[src/rtl/pc_sequencer.sv]
// Program-counter sequencer: chooses when the PC loads and from which source,
// handshakes with instruction memory and the execute stage, and counts retired instructions.
module pc_sequencer #(
    parameter logic [31:0] RESET_VECTOR  = 32'h0000_0000,
    parameter int unsigned FETCH_TIMEOUT = 255,
    parameter int unsigned CNT_W         = 32
) (
    input  logic             clk,
    input  logic             rst,
    input  logic             run,
    input  logic             halt_req,
    output logic             imem_req,
    input  logic             imem_ack,
    input  logic             imem_err,
    output logic             ir_load,
    output logic             exec_start,
    input  logic             exec_done,
    input  logic             branch_taken,
    input  logic             jump,
    output logic             pc_en,
    output logic [1:0]       pc_sel,
    output logic [2:0]       state,
    output logic             fault,
    output logic [CNT_W-1:0] instr_count
);

    typedef enum logic [2:0] {
        S_IDLE   = 3'd0,
        S_BOOT   = 3'd1,
        S_FETCH  = 3'd2,
        S_EXEC   = 3'd3,
        S_UPDATE = 3'd4,
        S_HALTED = 3'd5,
        S_FAULT  = 3'd6
    } state_t;

    // The reset vector feeds the PC mux directly; it must be word aligned for the +4 path.
    if (FETCH_TIMEOUT < 1 || FETCH_TIMEOUT > 65535 || RESET_VECTOR[1:0] != 2'b00) begin : g_bad_param
        $error("pc_sequencer: FETCH_TIMEOUT out of range or RESET_VECTOR misaligned");
    end

    state_t           state_reg;
    state_t           state_next;
    logic             halt_latch_reg;
    logic [15:0]      to_cnt_reg;
    logic [16:0]      to_cnt_inc;
    logic             timeout_hit;
    logic             jump_reg;
    logic             branch_reg;
    logic             exec_start_reg;
    logic [CNT_W-1:0] count_reg;

    assign to_cnt_inc  = {1'b0, to_cnt_reg} + 17'd1;
    assign timeout_hit = (to_cnt_inc == 17'(FETCH_TIMEOUT));

    always_ff @(posedge clk or negedge rst) begin
        if (!rst) begin
            state_reg      <= S_IDLE;
            halt_latch_reg <= 1'b0;
            to_cnt_reg     <= 16'd0;
            jump_reg       <= 1'b0;
            branch_reg     <= 1'b0;
            exec_start_reg <= 1'b0;
            count_reg      <= '0;
        end else begin
            state_reg      <= state_next;
            exec_start_reg <= (state_next == S_EXEC) && (state_reg != S_EXEC);

            if ((state_next == S_FETCH) && (state_reg != S_FETCH)) begin
                to_cnt_reg <= 16'd0;
            end else if ((state_reg == S_FETCH) && !imem_ack) begin
                to_cnt_reg <= to_cnt_inc[15:0];
            end

            if ((state_reg == S_EXEC) && exec_done) begin
                jump_reg   <= jump;
                branch_reg <= branch_taken;
            end

            // Clearing on entry to HALTED takes priority over a coincident request.
            if ((state_next == S_HALTED) && (state_reg != S_HALTED)) begin
                halt_latch_reg <= 1'b0;
            end else if (halt_req && (state_reg != S_IDLE) && (state_reg != S_FAULT)) begin
                halt_latch_reg <= 1'b1;
            end

            if (state_reg == S_UPDATE) begin
                count_reg <= count_reg + CNT_W'(1);
            end
        end
    end

    always_comb begin
        state_next = state_reg;
        pc_en      = 1'b0;
        pc_sel     = 2'b11;
        imem_req   = 1'b0;
        fault      = 1'b0;
        ir_load    = 1'b0;
        case (state_reg)
            S_IDLE: begin
                if (run) state_next = S_BOOT;
            end
            S_BOOT: begin
                pc_en      = 1'b1;
                state_next = S_FETCH;
            end
            S_FETCH: begin
                imem_req = 1'b1;
                ir_load  = imem_ack & ~imem_err;
                // An ack in the timeout cycle still completes the fetch.
                if (imem_ack) begin
                    state_next = imem_err ? S_FAULT : S_EXEC;
                end else if (timeout_hit) begin
                    state_next = S_FAULT;
                end
            end
            S_EXEC: begin
                if (exec_done) state_next = S_UPDATE;
            end
            S_UPDATE: begin
                pc_en = 1'b1;
                if (jump_reg) begin
                    pc_sel = 2'b10;
                end else if (branch_reg) begin
                    pc_sel = 2'b01;
                end else begin
                    pc_sel = 2'b00;
                end
                state_next = (halt_latch_reg || !run) ? S_HALTED : S_FETCH;
            end
            S_HALTED: begin
                if (run && !halt_req) state_next = S_FETCH;
            end
            S_FAULT: begin
                fault = 1'b1;
            end
            default: begin
                state_next = S_IDLE;
            end
        endcase
    end

    assign state       = state_reg;
    assign exec_start  = exec_start_reg;
    assign instr_count = count_reg;

endmodule

[config.mk]
export PLATFORM = sky130hd
export DESIGN_NAME = pc_sequencer
export DESIGN_NICKNAME = d
export VERILOG_FILES = /design/src/rtl/pc_sequencer.sv
export SDC_FILE = /design/constraint.sdc
export NUM_CORES = 1
export LEC_CHECK = 0
export CAP_MARGIN = 20
export CORE_MARGIN = 2
export CORE_UTILIZATION = 28
export DETAILED_ROUTE_END_ITERATION = 6
export MAX_ROUTING_LAYER = met4
export RECOVER_POWER = 100
export REMOVE_ABC_BUFFERS = 1
export SETUP_SLACK_MARGIN = 0.5
export SLEW_MARGIN = 20
export SYNTH_ARGS = -nofsm -noshare
export SYNTH_HDL_FRONTEND = slang
export SYNTH_SLANG_ARGS = --single-unit
export TNS_END_PERCENT = 30
[constraint.sdc]
create_clock -name clk -period 3.7 [get_ports clk]
set_input_delay 0.74 -clock clk [delete_from_list [all_inputs] [get_ports clk]]
set_output_delay 0.74 -clock clk [all_outputs]
set_load 0.05 [all_outputs]
After elaboration in Yosys (flattened, before gate mapping)
Index checks and enable logic that the tools add are counted.
{ "classes": {"mux": 19, "n_reduce_logical": 17, "n_eq_ne": 14, "bitwise_logic": 2, "add_sub_neg": 2} }
{ "op_table": {"columns": ["operator", "n"], "rows": [
  ["32-bit by 1-bit adder with 32-bit output (second input constant)", 1],
  ["16-bit 2-to-1 mux", 2],
  ["3-bit 2-to-1 mux", 7],
  ["3-bit one-hot mux with 7 select lines", 1],
  ["16-bit by 1-bit adder with 17-bit output (second input constant)", 1],
  ["17-bit by 8-bit == test with 1-bit output (second input constant)", 1],
  ["3-bit by 2-bit == test with 1-bit output (second input constant)", 4],
  ["3-bit == test (second input constant)", 4],
  ["1-bit logical AND", 8],
  ["1-bit 2-to-1 mux", 7],
  ["3-bit by 2-bit inequality test with 1-bit output (second input constant)", 2],
  ["3-bit inequality test (second input constant)", 2],
  ["2-bit 2-to-1 mux", 2],
  ["2-bit nonzero test", 2],
  ["3-bit by 1-bit == test with 1-bit output (second input constant)", 1],
  ["1-bit zero test", 3],
  ["3-bit zero test", 1],
  ["3-bit nonzero test", 1],
  ["2-bit OR reduction", 1],
  ["1-bit bitwise AND", 1],
  ["1-bit logical OR", 1],
  ["1-bit NOT", 1]
]} }
{ "word_totals": {"regBits": 55, "out_inout_bits": 42, "word_cells": 61, "in_bits": 9} }

Longest topological paths before layout
{ "logic_depth": {"depth_word": 8, "depth_mapped": 7, "ltp_nobuf": 6} }

Worst setup path after synthesis
Ideal clock, no wire load.
{ "synth_path": {"kind": "register -> output", "startpoint": "reg state_reg[2], in the netlist state[2]", "endpoint": "out pc_sel[0]", "t_required_ps": 2960, "path_buffers": 1, "t_arrival_ps": 2072, "path_slack_ps": 888, "stages_incl_launch_ff": 4, "path_cell_list": "dfrtp_1 -> buf_2 -> nor3b_1 -> o21ai_0"} }
{ "synth_between": {"elab_chain_len": 2} }
{ "synth_rtl": {"columns": ["item", "line_no", "rtl"], "rows": [
  ["start, declared", "42", "state_t state_reg;"],
  ["start signal, assigned", "66", "state_reg <= state_next;"],
  ["3-bit == test", "100", "case (state_reg)"],
  ["2-bit 2-to-1 mux", "100", null],
  ["end, declared", "21", "output logic [1:0] pc_sel,"]
]} }
Every way passes these cells.

Worst setup path after layout
{ "layout_path": {"startpoint": "reg state_reg[0], in the netlist state[0]", "endpoint": "out pc_sel[0]"} }
Same word-level chain as after synthesis.

==> results.py <==
metrics = {
    "outcome": {
        "status": "finished, violations left",
        "violations": "capacitance limit, slew limit",
    },
    "critical_path": {
        "crit_path_max_fanout": 14,
        "start_kind": "register",
        "worstPathRequired_ns": 2.96,
        "timing.rr.start": "state[0]$_DFF_PN0_",
        "crit_path_end_kind": "output pin",
        "crit_arrival_ns": 2.47,
        "rr_worst_depth": 5,
        "crit_type": "reg2out",
        "reg2reg_to": "instr_count[28]$_DFFE_PN0P_",
        "reg2reg_slack_ns": 1.57,
    },
    "die": {
        "die-area_sq_mm": 0.0111,
        "io_pins": 51,
        "rows": 37,
        "die_h_microns": 105,
        "core_sq_mm": 0.0101,
        "start_util_pct": 28.4,
        "die_x_microns": 105,
    },
    "finish": {
        "diodes": 0,
        "final_cell_mix": "55 x dfrtp_1, 45 x dlygate4sd3_1, 41 x nor2_1",
        "fin_nets": 359,
        "regArea_sq_mm": 0.00138,
        "postLayoutCellArea_sq_mm": 0.00363,
        "final_common_cell": "dfrtp_1",
        "largest_register_ffs": 32,
        "drive_above_1_share_pct": 5.17,
        "multiInputGateArea_sq_mm": 0.00142,
        "nFillCells": 1024,
        "area_growth_syn_to_layout_pct": 25.9,
    },
    "clock_tree": {
        "clkTransAtPathRegs_ns": 0.10,
        "numCtsBuffers": 5,
        "clk_latency_ns": 0.31,
        "cts_root_buf": "clkbuf_8",
        "cts_tree": "done",
        "clock-sinks": 55,
        "cts_htree_levels": 2,
        "cts_setup_buffers": 0,
        "hold_buffers": 0,
        "cts_max_path_buffers": 2,
        "cts-resized-gates": 0,
    },
    "hold_path": {
        "min_from": "instr_count[31]$_DFFE_PN0P_",
        "hold_class": "reg2reg",
        "hold_depth": 1,
        "holdPathEnd": "instr_count[31]$_DFFE_PN0P_",
    },
    "routing": {
        "finalWirelength_microns": 5890,
        "drt_first_pass_iters": 4,
        "detail-route-antenna-nets": 0,
        "drt_iter0_markers": 62,
        "routedWlPerCell_microns": 12.2,
        "drc_errors": 0,
        "viasPerCell": 4.64,
        "num_vias": 2244,
    },
    "synthesis": {
        "syn_area_sq_mm": 0.00288,
        "syn_inst": 296,
        "synthDistinctLibCells": 43,
        "yosysWarnings": 0,
        "syn_area_per_cell_sq_um": 9.73,
        "yosys_register_bits": 55,
        "synth_edf_count": 0,
        "synth_flop_cell": "dfrtp_1",
        "yosys-top-cells-area": "dfrtp_1 48%, xnor2_1 8.8%, xor2_1 7.3%",
        "synth_top_area_share_pct": 47.8,
        "seq_area_frac_synth_pct": 47.8,
        "synth_area_leader_cell": "dfrtp_1",
        "async_reset_ff_share_pct": 100,
    },
    "sta": {
        "setup_viol": 0,
        "tightest_slew_ns": 1.97,
        "tns_ns": 0,
        "final.setup_skew_ns": 0.0109,
        "max_freq_mhz": 311,
        "rsz0062_at_grt": "false",
        "min_period_over_period_pct": 86.8,
        "finalCriticalPeriod_ns": 3.21,
        "worst_slack_ns": 0.489,
        "hold_violations": 0,
        "maxSlewHeadroom_pct": -31.4,
        "slew_violations": 38,
    },
    "global_route": {
        "grt_pass1_wl_microns": 10300,
        "grt_pass1_vias": 2176,
        "grt_max_degree": 38,
        "grt_use_total_pct": 11.5,
        "antenna_found_initial": 0,
        "grt.overflow.total": 0,
    },
    "power_and_ir_drop": {
        "ir_drop_uv": 308,
        "internal_power_uw": 1100,
        "cellLeakagePower_uw": 0.00163,
        "power.density_mw_per_mm2": 505,
        "power_frac_comb_pct": 37.0,
        "p_switching_uw": 726,
        "p_sw_share_pct": 39.7,
        "clkPwrFrac_pct": 22.1,
        "power_frac_seq_pct": 40.9,
    },
    "place": {
        "port-buffer-count": 50,
        "placed_cell_area_sq_mm": 0.00353,
        "place_congestion": 0.778,
        "hpwl_microns": 4300,
        "dp_slack_ns": 0.671,
    },
    "run": {
        "drv_cap": 1,
    },
}
## layer usage
layer | track usage, % | vias to the layer above | wire [microns]
met3 | 2.29 | 9 | 223
met2 | 18.5 | 38 | 2840
met5 | - | - | 0
met4 | 3.52 | 0 | 88
met1 | 14.7 | 1073 | 2740
li1 | - | 1124 | -
## worst max-delay path, stage by stage, from the launching register on
cell and delay, ns:
dfrtp_1 0.56, nor3b_1 0.62, o21ai_0 0.19, dlygate4sd3_1 0.80
## cell usage after synthesis (all sizes together) (3+ instances only)
library cell / n
nand3: 14
xnor2: 29
and4: 6
and3: 7
xor2: 24
nor2: 42
buf: 4
dfrtp: 55
or3: 3
nor3: 6
mux2: 3
nand2: 25
ha: 3
a21oi: 7
nor4: 4
nand2b: 6
nand4: 15
clkbuf: 6
inv: 8
o21ai: 6
## metrics by stage
step / hold slack [ns] / power, uW / instances / util [%]
after floorplan: 0.444 / 1230 / 286 / -
after global placement: 0.457 / 1470 / 476 / 34.8
after detailed placement: 0.472 / 1480 / 476 / 34.8
after CTS: 0.487 / 1900 / 484 / 35.9
after global routing: 0.517 / 1940 / 484 / 35.8
final: 0.471 / 1830 / 484 / 35.8
## power groups by stage
stage	clock network, uW	logic, uW	registers (uW)
2_1_floorplan	0	313	914
3_3_place_gp	0	711	762
3_5_place_dp	0	715	766
4_1_cts	427	717	753
5_1_grt	441	735	764
6_report	405	677	750
## kinds of logic after synthesis
logic type,Yosys count,synth area share [%]
AND/OR/NAND/NOR,140,25.8
flip-flops,55,47.8
XOR/XNOR,53,16.1
AO/OA/AOI/OAI,22,4.61
buffers and inverters,18,2.56
multiplexers,5,1.87
adder cells (fa/ha/maj),3,1.30
## worst max path at each step
stage	startpoint	endpoint	slack, ns	depth (start not counted)
after floorplan	state[2]$_DFF_PN0_	pc_sel[0]	0.97	2
final	state[0]$_DFF_PN0_	pc_sel[0]	0.49	3
after global placement	imem_ack	ir_load	0.69	4
after global routing	state[0]$_DFF_PN0_	pc_sel[0]	0.38	3
after detailed placement	imem_ack	ir_load	0.67	4
after CTS	state[0]$_DFF_PN0_	pc_sel[0]	0.51	3
## layout make-up
| type | instances | area share (%) |
|---|---|---|
| inverters | 8 | 0.828 |
| multi-input cells | 223 | 39.2 |
| repair buffers | 54 | 14.2 |
| flip-flops and latches | 55 | 37.9 |
| well taps | 136 | 4.69 |
| clock buffers | 6 | 2.00 |
| clock inverters | 2 | 1.07 |
(Power assumes the default switching activity.)
